===== config.mk =====
export PLATFORM = sky130hd
export DESIGN_NAME = int_ctl
export DESIGN_NICKNAME = d
export VERILOG_FILES = /design/src/rtl/int_pkg.sv /design/src/rtl/nmi_edge.sv /design/src/rtl/int_ctl.sv
export SDC_FILE = /design/constraint.sdc
export NUM_CORES = 1
export LEC_CHECK = 0
export CORE_MARGIN = 2
export CORE_UTILIZATION = 50
export CTS_CLUSTER_DIAMETER = 40
export DETAILED_ROUTE_END_ITERATION = 8
export PLACE_DENSITY = 0.84
export SETUP_SLACK_MARGIN = 0.2
export SYNTH_ARGS = -nofsm -noshare
export SYNTH_HDL_FRONTEND = slang
export SYNTH_SLANG_ARGS = --single-unit
export TNS_END_PERCENT = 20

===== constraint.sdc =====
create_clock -name clk -period 2.02 [get_ports clk]
set_input_delay 0.505 -clock clk [delete_from_list [all_inputs] [get_ports clk]]
set_output_delay 0.505 -clock clk [all_outputs]
set_load 0.05 [all_outputs]

===== src/rtl/int_pkg.sv =====
// Shared types and constants for the 65C02 interrupt controller.
package int_pkg;

  typedef enum logic [1:0] {
    IDLE  = 2'd0,
    ARMED = 2'd1,
    SERVE = 2'd2
  } state_e;

  localparam logic [1:0] REG_MASK   = 2'd0;
  localparam logic [1:0] REG_STATUS = 2'd1;
  localparam logic [1:0] REG_ACTIVE = 2'd2;
  localparam logic [1:0] REG_SOFT   = 2'd3;

  localparam logic [15:0] NMI_VEC_DEF = 16'hFFFA;
  localparam logic [15:0] IRQ_VEC_DEF = 16'hFFFE;

endpackage


===== src/rtl/nmi_edge.sv =====
// Two-flop synchroniser for the asynchronous nmi_n pin, followed by a
// falling-edge detector that emits a single-cycle pulse per high->low event.
module nmi_edge (
  input  logic clk,
  input  logic reset,
  input  logic nmi_n,
  output logic nmi_fall
);

  logic s1_q, s2_q, prev_q;

  // Idle level of nmi_n is high, so all stages reset to 1 (no false edge).
  always_ff @(posedge clk) begin
    if (reset) begin
      s1_q   <= 1'b1;
      s2_q   <= 1'b1;
      prev_q <= 1'b1;
    end else begin
      s1_q   <= nmi_n;
      s2_q   <= s1_q;
      prev_q <= s2_q;
    end
  end

  assign nmi_fall = prev_q & ~s2_q;

endmodule


===== src/rtl/int_ctl.sv =====
// Interrupt controller / sequencer for the microcoded 65C02 core.
// Merges masked level IRQs and an edge NMI into the core irq line, decides
// NMI vs IRQ at the entry acknowledge, and exposes mask/status/active/soft
// registers.
module int_ctl
  import int_pkg::*;
#(
  parameter int          NUM_SRC = 8,
  parameter logic [15:0] NMI_VEC = NMI_VEC_DEF,
  parameter logic [15:0] IRQ_VEC = IRQ_VEC_DEF
) (
  input  logic               clk,
  input  logic               reset,
  input  logic [NUM_SRC-1:0] src_irq,
  input  logic               nmi_n,
  input  logic               sync,
  input  logic               int_ack,
  output logic               irq,
  output logic [15:0]        vector,
  output logic               vec_valid,
  input  logic               reg_cs,
  input  logic               reg_we,
  input  logic [1:0]         reg_addr,
  input  logic [7:0]         reg_wdata,
  output logic [7:0]         reg_rdata
);

  // Lowest set index wins; returns 0 when nothing is set.
  function automatic logic [2:0] lowest_id(input logic [NUM_SRC-1:0] v);
    logic [2:0] id;
    id = '0;
    for (int i = NUM_SRC - 1; i >= 0; i--) begin
      if (v[i]) id = 3'(i);
    end
    return id;
  endfunction

  state_e             state_q, state_d;
  logic [NUM_SRC-1:0] mask_q, mask_d;
  logic [NUM_SRC-1:0] soft_q, soft_d;
  logic               nmi_pend_q, nmi_pend_d;
  logic               irq_q, irq_d;
  logic [15:0]        vector_q, vector_d;
  logic               vec_valid_q, vec_valid_d;
  logic               kind_nmi_q, kind_nmi_d;
  logic               id_valid_q, id_valid_d;
  logic [2:0]         id_q, id_d;
  logic [7:0]         rdata_q, rdata_d;

  logic               nmi_fall;
  logic [NUM_SRC-1:0] raw;
  logic [NUM_SRC-1:0] pend;
  logic               ack_take;
  logic               wr_en;

  nmi_edge u_nmi_edge (
    .clk      (clk),
    .reset    (reset),
    .nmi_n    (nmi_n),
    .nmi_fall (nmi_fall)
  );

  assign raw      = src_irq | soft_q;
  assign pend     = raw & mask_q;
  assign ack_take = int_ack & (state_q == ARMED);
  assign wr_en    = reg_cs & reg_we;

  // Request, pending-NMI and FSM next-state logic; an ack outside ARMED is ignored.
  always_comb begin
    irq_d       = (nmi_pend_q | (|pend)) & (state_q != SERVE);
    // A fresh edge landing on the clearing ack keeps the NMI pending.
    nmi_pend_d  = nmi_fall | (nmi_pend_q & ~ack_take);
    state_d     = state_q;
    vector_d    = vector_q;
    vec_valid_d = vec_valid_q;
    kind_nmi_d  = kind_nmi_q;
    id_valid_d  = id_valid_q;
    id_d        = id_q;
    unique case (state_q)
      IDLE: begin
        if (irq_d) state_d = ARMED;
      end
      ARMED: begin
        if (int_ack) begin
          state_d     = SERVE;
          kind_nmi_d  = nmi_pend_q;
          id_valid_d  = |pend;
          id_d        = lowest_id(pend);
          vector_d    = nmi_pend_q ? NMI_VEC : IRQ_VEC;
          vec_valid_d = 1'b1;
        end else if (!irq_d) begin
          state_d = IDLE;
        end
      end
      SERVE: begin
        // Handler's first opcode fetch ends the entry sequence.
        if (sync) begin
          state_d     = IDLE;
          vec_valid_d = 1'b0;
        end
      end
      default: state_d = IDLE;
    endcase
  end

  // Register writes and registered read mux.
  always_comb begin
    mask_d  = mask_q;
    soft_d  = soft_q;
    rdata_d = rdata_q;
    if (wr_en && reg_addr == REG_MASK) mask_d = reg_wdata[NUM_SRC-1:0];
    if (wr_en && reg_addr == REG_SOFT) soft_d = reg_wdata[NUM_SRC-1:0];
    if (reg_cs && !reg_we) begin
      unique case (reg_addr)
        REG_MASK:   rdata_d = 8'(mask_q);
        REG_STATUS: rdata_d = 8'(raw);
        REG_ACTIVE: rdata_d = {kind_nmi_q, id_valid_q, 3'b000, id_q};
        REG_SOFT:   rdata_d = 8'(soft_q);
        default:    rdata_d = 8'h00;
      endcase
    end
  end

  // State update; reset clears all pending and latched entry state.
  always_ff @(posedge clk) begin
    if (reset) begin
      state_q     <= IDLE;
      mask_q      <= '0;
      soft_q      <= '0;
      nmi_pend_q  <= 1'b0;
      irq_q       <= 1'b0;
      vector_q    <= IRQ_VEC;
      vec_valid_q <= 1'b0;
      kind_nmi_q  <= 1'b0;
      id_valid_q  <= 1'b0;
      id_q        <= '0;
      rdata_q     <= '0;
    end else begin
      state_q     <= state_d;
      mask_q      <= mask_d;
      soft_q      <= soft_d;
      nmi_pend_q  <= nmi_pend_d;
      irq_q       <= irq_d;
      vector_q    <= vector_d;
      vec_valid_q <= vec_valid_d;
      kind_nmi_q  <= kind_nmi_d;
      id_valid_q  <= id_valid_d;
      id_q        <= id_d;
      rdata_q     <= rdata_d;
    end
  end

  assign irq       = irq_q;
  assign vector    = vector_q;
  assign vec_valid = vec_valid_q;
  assign reg_rdata = rdata_q;

endmodule


==> summary.txt <==
Layout
  • Top library cells by usage in the layout, fill and taps aside: 45 x sky130_fd_sc_hd__nand2_1, 38 x sky130_fd_sc_hd__dfxtp_1, 32 x sky130_fd_sc_hd__a21oi_1
  • Synthesis-to-finish area growth: 26.8%
  • Fraction of final layout cells with drive strength greater than 1: 10.7%
  • Utilization after layout: 65.6%
  • Most frequent standard cell in the layout excluding fill and tap cells: sky130_fd_sc_hd__nand2_1
  • Number of inserted filler cells in the final layout: 322
  • Area of the multi-input gates: 851 um^2
  • Antenna diode count: 0
  • Nets: 285
  • Register cell area after layout: 761 um^2
  • Fin cells: 307
  • Post-Layout Inst Area: 0.00219 mm^2

Place
  • Final weighted congestion in routability-driven placement: 0.888
  • Pre-CTS setup slack: -153 ps
  • DP HPWL: 2920 um
  • Area of placed instances: 0.00212 mm^2
  • IO buf count: 35
  • Cell Count Post-Placement: 299

Floorplan
  • Die area: 0.00394 mm^2
  • Vert. Die Dim: 62.7 um
  • Number of placed I/O pins: 51
  • Initial core utilization: 51.7%
  • Site row count: 21
  • Die outline width: 62.7 um
  • Core region area: 0.00334 mm^2

STA
  • Final worst path period need: 1740 ps
  • Relative max-transition margin: 66.4%
  • Top achievable clock speed: 0.575 GHz
  • Setup violators final: 0
  • Final worst path period share: 86.1%
  • Number of pins exceeding their max-slew limit in the final report: 0
  • Final hold violations: 0
  • Post-route setup slack: 281 ps
  • Slew of the pin with the lowest slew margin: 506 ps
  • Largest clock skew in the final design: 8.19 ps
  • Unrepaired setup endpoints after global routing: false

Drt
  • Via density per instance: 5.11
  • Drt first-iter violations: 79
  • Final Routed Wirelength: 3820 um
  • Post-detailed-route DRC marker count: 0
  • Via count: 1570
  • Number of iterations in the first detailed-routing pass: 4
  • DRT antenna net count: 0
  • Average routed wire per standard cell: 12.5 um

Setup path
  • Setup crit end kind: flip-flop
  • Cells along the critical path: clkdlybuf4s50_1 > o21ai_0 > nand2_1 > or4b_1 > a21oi_1
  • Family with the most delay on the worst path: simple AND/OR/NAND/NOR gates
  • Critical path arrival: 2020 ps
  • Worst Path Max Fanout: 4
  • Highest-delay cell along the critical path: sky130_fd_sc_hd__or4b_1
  • Kind of start point of the critical path: primary input
  • Category of the most critical setup path: primary input to flip-flop
  • CP bufs+invs: 1
  • Crit-path max cell delay: 540 ps
  • Required arrival time at the worst endpoint: 2300 ps

Min path
  • Class of the tightest hold or removal check: flip-flop to flip-flop

Clock network
  • Sinks on the clock net: 38
  • Post-CTS Resized: 8
  • Bufs on Longest Clock Path: 2
  • H-Tree Level Count: 2
  • Cell at the root of the clock tree: sky130_fd_sc_hd__clkbuf_4
  • TritonCTS clock tree: done
  • Setup Fix Bufs, Post-CTS: 0
  • Post-cts hold buffer count: 0
  • Reg clk slew, reported paths: 110 ps
  • TritonCTS buffer count: 5
  • Latest clock arrival within the worst-skew pair: 350 ps

Logic synthesis
  • Mean instance size in the synthesized netlist: 7.99 um^2
  • Yosys warning count: 0
  • Most area-hungry cell type in the Yosys netlist: sky130_fd_sc_hd__dfxtp_1
  • Sequential area share after synthesis: 44.1%
  • Synth area leaders: sky130_fd_sc_hd__dfxtp_1 44%, sky130_fd_sc_hd__nand2_1 9.8%, sky130_fd_sc_hd__a21oi_1 9.3%
  • Cell Area, Synth: 0.00173 mm^2
  • Flip-flop and latch count after synthesis: 38
  • Fraction of post-synthesis cell area in the top cell type by area: 44.1%
  • Post-Synthesis Cells: 216
  • Netlist cell types: 35

Power
  • IR drop worst, VDD: 0.420 mV
  • Power per unit of standard cell area: 726 mW/mm^2
  • Final Power: 1.59 mW
  • Leakage: 0.892 nW

Global routing
  • Congestion Overflow GR: 0
  • Global-route wire length before repair: 6290 um
  • Total Routing Usage GR: 20.6%
  • Number of global-route vias before repair: 1362
  • Antenna violations before repair: 0
  • Pin count of the biggest net entering global routing: 17

Run
  • Max-cap violations: 0

Status
  • Result of the run: finished, final reports clean
registers in the layout (all words and copies together) (netlist names):
| signal | count |
|---|---|
| mask_q | 8 |
| reg_rdata | 8 |
| soft_q | 8 |
| id_q | 3 |
| state_q | 2 |
| id_valid_q | 1 |
| irq | 1 |
| kind_nmi_q | 1 |
| nmi_pend_q | 1 |
| u_nmi_edge.prev_q | 1 |
| u_nmi_edge.s1_q | 1 |
| u_nmi_edge.s2_q | 1 |
| vec_valid | 1 |
| vector | 1 |
Yosys cell counts:
library cell                count
sky130_fd_sc_hd__or2_0          1
sky130_fd_sc_hd__dfxtp_1       38
sky130_fd_sc_hd__nor2b_1        8
sky130_fd_sc_hd__nor4b_1        1
sky130_fd_sc_hd__o41ai_1        1
sky130_fd_sc_hd__conb_1         2
sky130_fd_sc_hd__buf_1          1
sky130_fd_sc_hd__nand2_1       45
sky130_fd_sc_hd__clkbuf_1       7
sky130_fd_sc_hd__a21o_1         3
sky130_fd_sc_hd__buf_6          1
sky130_fd_sc_hd__nand3_1        1
sky130_fd_sc_hd__nand2b_1       3
sky130_fd_sc_hd__and3_1         1
sky130_fd_sc_hd__and4_1         1
sky130_fd_sc_hd__a211oi_1       5
sky130_fd_sc_hd__nand3b_1       1
sky130_fd_sc_hd__or2_2          3
sky130_fd_sc_hd__and2b_1        1
sky130_fd_sc_hd__buf_2          1
sky130_fd_sc_hd__a211o_1        6
sky130_fd_sc_hd__inv_1          1
sky130_fd_sc_hd__o21ai_0        8
sky130_fd_sc_hd__nor2_1        11
sky130_fd_sc_hd__a21oi_1       32
sky130_fd_sc_hd__a221oi_1       3
sky130_fd_sc_hd__or4b_1         1
sky130_fd_sc_hd__or2b_1         2
sky130_fd_sc_hd__nand4_1        2
sky130_fd_sc_hd__o2111ai_1      1
sky130_fd_sc_hd__nor4_1         2
sky130_fd_sc_hd__nor3_1         5
sky130_fd_sc_hd__a31oi_1        1
sky130_fd_sc_hd__a311oi_1       1
sky130_fd_sc_hd__buf_4         15
through the flow:
step,setup TNS [ps],hold WS [ps]
final,0,423
after global routing,0,452
after CTS,0,423
after detailed placement,-180,397
after global placement,-60.4,395
after floorplan,0,389
path summary, 6_finish.rpt:
kind	start	end	slack (ps)	cells past startpoint
setup / recovery	src_irq[2]	id_q[2]$_SDFFE_PP0P_	280	5
hold / removal	u_nmi_edge.s1_q$_SDFF_PP1_	u_nmi_edge.s2_q$_SDFF_PP1_	420	1
setup reg to reg	soft_q[2]$_SDFFE_PP0P_	id_q[2]$_SDFFE_PP0P_	500	4
hold reg to reg	u_nmi_edge.s1_q$_SDFF_PP1_	u_nmi_edge.s2_q$_SDFF_PP1_	420	1
layer usage:
metal	vias up	GRT usage, %	routed length (um)
li1	804	-	-
met1	708	27.2	1790
met2	52	31.7	1740
met3	6	6.67	239
met4	0	6.67	55
met5	-	0	0
worst reg2reg max path, cell delays in order (launching register included):
cell and delay, ps:
sky130_fd_sc_hd__dfxtp_1 350, sky130_fd_sc_hd__o21ai_0 250, sky130_fd_sc_hd__nand2_1 160, sky130_fd_sc_hd__or4b_1 540
sky130_fd_sc_hd__a21oi_1 160
power by group:
part / leakage, nW / internal [mW] / switching (mW) / total [mW]
logic: 0.538 / 0.104 / 0.188 / 0.292
registers: 0.309 / 0.776 / 0.0156 / 0.791
clock network: 0.0450 / 0.256 / 0.249 / 0.505
total: 0.892 / 1.14 / 0.452 / 1.59
cell families (layout without fill, tap and decap cells):
family                 count (synthesis)  count (layout)  synth area share, %
AND/OR/NAND/NOR                       89              89                 24.5
other                                  2              15                0.435
buffers and inverters                 26              58                 9.43
AO/OA/AOI/OAI                         61              61                 21.5
flip-flops                            38              38                 44.1
cell type report:
cell class	count	area share (%)
Multi-Input combinational cell	165	38.9
Sequential cell	38	34.8
Timing Repair Buffer	49	20.0
Tap cell	46	2.63
Clock inverter	3	1.83
Clock buffer	5	1.72
Inverter	1	0.172
(Power assumes the default switching activity.)
==> RTL edit 1 (config.mk and constraints unchanged) <==
Remove the register `irq_q`: a continuous assignment takes its place, so the output `irq` follows one clock earlier.
--- a/src/rtl/int_ctl.sv
+++ b/src/rtl/int_ctl.sv
@@ -128,7 +128,6 @@
       mask_q      <= '0;
       soft_q      <= '0;
       nmi_pend_q  <= 1'b0;
-      irq_q       <= 1'b0;
       vector_q    <= IRQ_VEC;
       vec_valid_q <= 1'b0;
       kind_nmi_q  <= 1'b0;
@@ -140,7 +139,6 @@
       mask_q      <= mask_d;
       soft_q      <= soft_d;
       nmi_pend_q  <= nmi_pend_d;
-      irq_q       <= irq_d;
       vector_q    <= vector_d;
       vec_valid_q <= vec_valid_d;
       kind_nmi_q  <= kind_nmi_d;
@@ -150,6 +148,8 @@
     end
   end
 
+  assign irq_q = irq_d;
+
   assign irq       = irq_q;
   assign vector    = vector_q;
   assign vec_valid = vec_valid_q;
Function: changed (a bounded check fails within 4 cycles, from zero or initial values and one cycle with reset high).
==> RTL edit 1 against the original RTL <==
The run now ends with setup timing left. Synthesized area is 1.4% lower. Design area up 5.7%. Combinational power is 10% higher. Worst setup slack got worse by 0.36 ns. Sequential cell count decreased by 1. Core utilization up 4.3 points. Routed wire length increased by 29%. Clock power is 20% lower. Power down 5.7%. Critical path type is now reg -> out.
==> RTL edit 1: results (changes against the original RTL) <==
| Metric | Value |
|---|---|
| Share of layout cells above drive strength 1 | `24.09% (+13 points)` |
| Layout fillers | `287 (-11%)` |
| Signal buffers | `63 (+29%)` |
| Final setup fails | `1 (+1)` |
| R2r setup slk | `0.39 ns (-0.11 ns)` |
| Critical-path cell with the highest stage delay | `dfxtp_4` |
| Clk cell area share | `2.381% (-1.2 points)` |
| Multi-input combinational area share | `39.77% (+0.89 points)` |
| FF+latch count, synth | `37 (-2.6%)` |
| Sequential cell area share | `32.63% (-2.1 points)` |
| CP arrival | `1.59 ns (-0.43 ns)` |
| Initial drt markers | `127 (+61%)` |
| Place WS | `-0.5100 ns (-0.3568 ns)` |
| TNS Setup | `-0.07502 ns (-0.07502 ns)` |
| Worst Reg-to-Reg Cells | `6 (+2)` |
| Failing checks | `setup timing` |
| Vias in the first global route | `1,613 (+18%)` |
| Area of the multi-input gates | `919.6 um^2 (+8.1%)` |
| Reg2reg start | `soft_q[0]` |
| YS warnings | `0 (unchanged)` |
| Largest net degree at the start of global routing | `19 (+2)` |
| Reg2reg end | `id_q[2]` |
| Worst slew pin tran | `0.5387 ns (+0.03229 ns)` |
| Synth Area in Adders | `0% (unchanged)` |
| Pleak | `0.9487 nW (+6.4%)` |
| Routed vias/inst | `5.475 (+7.1%)` |
| CTS max path bufs | `2 (unchanged)` |
| Peak per-stage delay on the critical path | `0.38 ns (-0.16 ns)` |
| Mux cell area share after synthesis | `0% (unchanged)` |
| Setup Skew | `0.01176 ns (+0.003569 ns)` |
| Status | `finished with violations` |
| Final HPWL from detailed placement | `2960 um (+1.5%)` |
| Total track usage | `24.49% (+3.9 points)` |
| Post-synthesis xor/xnor area fraction | `0% (unchanged)` |
| Critical Path End | `irq` |
| List of most frequent post-synthesis cells | `nand2_1 (46), dfxtp_1 (37), a21oi_1 (33)` |
| Placer Congestion | `0.8841 (-0.44%)` |
| Post-synthesis async set-or-reset flop share | `0% (unchanged)` |
| Worst Setup Slack, final | `-0.07502 ns (-0.3561 ns)` |
| Placed Area | `2156 um^2 (+1.7%)` |
| Seq/Total Area, Yosys | `43.53% (-0.56 points)` |
| Final non-clock buffer share | `22.40% (+2.4 points)` |
| Largest cells by area after synthesis | `dfxtp_1 (44%), nand2_1 (10%), a21oi_1 (9.7%)` |
| Drt first pass iters | `4 (unchanged)` |
| WL met3 | `428 um (+79%)` |
| Max IR drop VDD | `0.4716 mV (+12%)` |
| Clock buffer cells | `7 (+2)` |
| Layout Nets | `299 (+4.9%)` |
| Launch point of the critical path | `soft_q[5]` |
| Area growth syn-to-layout | `35.88%` |
| Worst Path Max Fanout | `2 (-2)` |
| Synth Area in Compound Gates | `22.21% (+0.67 points)` |
| WL final | `4947 um (+29%)` |
| Initial antenna violation count | `0 (unchanged)` |
| Met2 wire len | `2268 um (+31%)` |
| Non-clk invs | `2 (+1)` |
| First-pass GRT wire length | `7583 um (+21%)` |
| #MultiIn Comb | `165 (unchanged)` |
| M1 wire length | `2007 um (+12%)` |
## RTL edit 1: critical path: cells and delay by family, from the launching register on
kind	cells	cell delay, ns
flip-flops	1	0.38
AO/OA/AOI/OAI	2	0.22
AND/OR/NAND/NOR	2	0.49
buffers and inverters	1	0.16
## RTL edit 1: per-layer routing
layer | vias to the layer above | GRT usage, %
met3 | 24 | 3.804
met4 | 0 | 9.444
met5 | - | 0
met1 | 789 | 30.84
met2 | 106 | 42.26
li1 | 833 | -
## RTL edit 1: through the flow
stage,instances,util (%)
5_1_grt,320,69.84
4_1_cts,317,68.56
2_1_floorplan,229,-
3_5_place_dp,303,65.12
3_3_place_gp,303,65.12
6_report,320,69.84
## RTL edit 1: timing repair
action                     CTS  global route
setup endpoints to repair   10             1
hold buffers                 0             0
buffers inserted             7             3
gates resized for setup     49            14
pin swaps                   10             9
## RTL edit 1: worst min-delay path by stage
| stage | start | to | slack (ns) | cells past startpoint |
|---|---|---|---|---|
| after floorplan | u_nmi_edge.s1_q | u_nmi_edge.s2_q | 0.39 | 1 |
| after global placement | u_nmi_edge.s1_q | u_nmi_edge.s2_q | 0.39 | 1 |
| after detailed placement | u_nmi_edge.s1_q | u_nmi_edge.s2_q | 0.40 | 1 |
| after CTS | u_nmi_edge.s1_q | u_nmi_edge.s2_q | 0.43 | 1 |
| after global routing | u_nmi_edge.s1_q | u_nmi_edge.s2_q | 0.45 | 1 |
| final | u_nmi_edge.s1_q | u_nmi_edge.s2_q | 0.42 | 1 |
## RTL edit 1: power breakdown
group | leakage (nW) | internal, mW | total [mW] | switching (mW)
registers | 0.305 | 0.753 | 0.772 | 0.0198
logic | 0.613 | 0.111 | 0.322 | 0.211
clock network | 0.0314 | 0.164 | 0.403 | 0.239
total | 0.949 | 1.03 | 1.50 | 0.470
==> RTL edit 2 (same flow settings) <==
Made on the original files. The parameter `NUM_SRC` goes from 8 to 7.
--- a/src/rtl/int_ctl.sv
+++ b/src/rtl/int_ctl.sv
@@ -5,7 +5,7 @@
 module int_ctl
   import int_pkg::*;
 #(
-  parameter int          NUM_SRC = 8,
+  parameter int          NUM_SRC = 7,
   parameter logic [15:0] NMI_VEC = NMI_VEC_DEF,
   parameter logic [15:0] IRQ_VEC = IRQ_VEC_DEF
 ) (
Interface: changed (resized src_irq); port bits go from 51 to 50. The function was not compared with the original's and may differ.
==> RTL edit 2 against the original RTL <==
Routed wire length down 7.1%. Clock skew down 0.00096 ns. Sequential share of layout area rose by 0.86 points. Synthesized cell count down 9.7%. Synthesized area shrank 4.1%. Design area down 7.5%. Die area is 3.8% lower. Core utilization down 0.38 points. Sequential cell count fell by 2. Count of clock-buffer cells in the layout up 1. Worst setup slack better by 0.016 ns. First-iteration DRC count decreased by 27%. Power down 14%. Largest cell class unchanged.
==> RTL edit 2: results (changes against the original RTL) <==
| Metric | Value |
|---|---|
| Worst Path Max Fanout | `2 (-2)` |
| Max FFs per register | `8` |
| Synth cell types | `36 (+2.9%)` |
| Seq/Total Area, Yosys | `43.54% (-0.55 points)` |
| Routed vias/inst | `5.241 (+2.5%)` |
| Largest net degree at the start of global routing | `18 (+1)` |
| Mux cell area share after synthesis | `4.233% (+4.2 points)` |
| Worst slew pin tran | `0.5033 ns (-0.003147 ns)` |
| PortBufs | `33 (-5.7%)` |
| Placer Congestion | `0.9271 (+4.4%)` |
| ANT cells | `0 (unchanged)` |
| Max IR drop VDD | `0.4986 mV (+19%)` |
| Family with the most delay on the worst path | `buffers and inverters` |
| First-pass GRT wire length | `5727 um (-8.9%)` |
| Final HPWL from detailed placement | `2703 um (-7.3%)` |
| Setup Skew | `0.007234 ns (-0.0009583 ns)` |
| Synth Area in Compound Gates | `18.22% (-3.3 points)` |
| Status | `completed` |
| Cells after Synth | `195 (-9.7%)` |
| Synth Flop Type | `dfxtp_1` |
| Peak per-stage delay on the critical path | `0.53 ns` |
| CP arrival | `1.22 ns (-0.80 ns)` |
| Post-synthesis xor/xnor area fraction | `0% (unchanged)` |
| Clock root cell | `clkbuf_4` |
| Place WS | `0.03375 ns (+0.1869 ns)` |
| H-tree lvl count | `2 (unchanged)` |
| Initial drt markers | `58 (-27%)` |
| Largest cells by area after synthesis | `dfxtp_1 (44%), buf_4 (7.7%), a21oi_1 (7.3%)` |
| Wire per inst | `12.96 um (+4.1%)` |
| WL final | `3552 um (-7.1%)` |
| Layout Nets | `254 (-11%)` |
| Critical-path cell with the highest stage delay | `dlygate4sd2_1` |
| Initial antenna violation count | `0 (unchanged)` |
| Dpl cells | `267 (-11%)` |
| Placed Area | `1958 um^2 (-7.7%)` |
| List of most frequent post-synthesis cells | `dfxtp_1 (36), nand2_1 (26), a21oi_1 (24)` |
| CTS max path bufs | `2 (unchanged)` |
| Synth Area in Adders | `0% (unchanged)` |
| Share of layout cells above drive strength 1 | `9.130% (-1.6 points)` |
| Vias in the first global route | `1,287 (-5.5%)` |
| Total track usage | `20.93% (+0.37 points)` |
| Pleak | `0.8986 nW (+0.76%)` |
RTL edit 2: cell count changes after synthesis, sizes merged, moves of 3 or more:
cell    delta
nand2     -19
a21oi      -8
mux2i      +7
nor2       +6
buf        +3
clkbuf     -3
RTL edit 2: kinds of logic (layout without fill, tap and decap cells):
| logic type | after synthesis | after routing |
|---|---|---|
| and+or+nand+nor | 75 | 75 |
| AOI/OAI and AO/OA | 49 | 49 |
| DFF | 36 | 36 |
| buffers and inverters | 26 | 48 |
| muxes | 7 | 7 |
| other | 2 | 15 |
RTL edit 2: final timing paths:
path,from,endpoint,slack [ns],cells past startpoint
hold / removal,u_nmi_edge.s1_q,u_nmi_edge.s2_q,0.42,1
hold reg to reg,u_nmi_edge.s1_q,u_nmi_edge.s2_q,0.42,1
setup reg to reg,soft_q[5],irq,0.72,4
setup / recovery,reg_rdata[3],reg_rdata[3],0.30,1
RTL edit 2: metal layers:
metal  GRT usage, %  routed length [um]
met3          5.672                 195
met2          31.43                1636
met1          28.24                1649
met4          9.119                  71
met5              0                   0
RTL edit 2: final cells by class:
cell class | instances | area, um^2
inverter | 1 | 6.256
tap | 44 | 55.05
sequential | 36 | 720.7
clock buffer | 6 | 41.29
timing repair buffer | 40 | 396.6
clock inverter | 1 | 5.005
multi-input combinational | 146 | 798.3
fill | 287 | 1080
RTL edit 2: where the power goes:
part / total [mW] / switching, mW / internal (mW)
clock: 0.354 / 0.226 / 0.128
combinational: 0.268 / 0.175 / 0.0936
sequential: 0.747 / 0.0144 / 0.733
total: 1.37 / 0.416 / 0.955
RTL edit 2: timing repair:
item                       4_1_cts  5_1_grt
gates resized for setup          1        8
setup endpoints to repair        9        8
pin swaps                        0        0
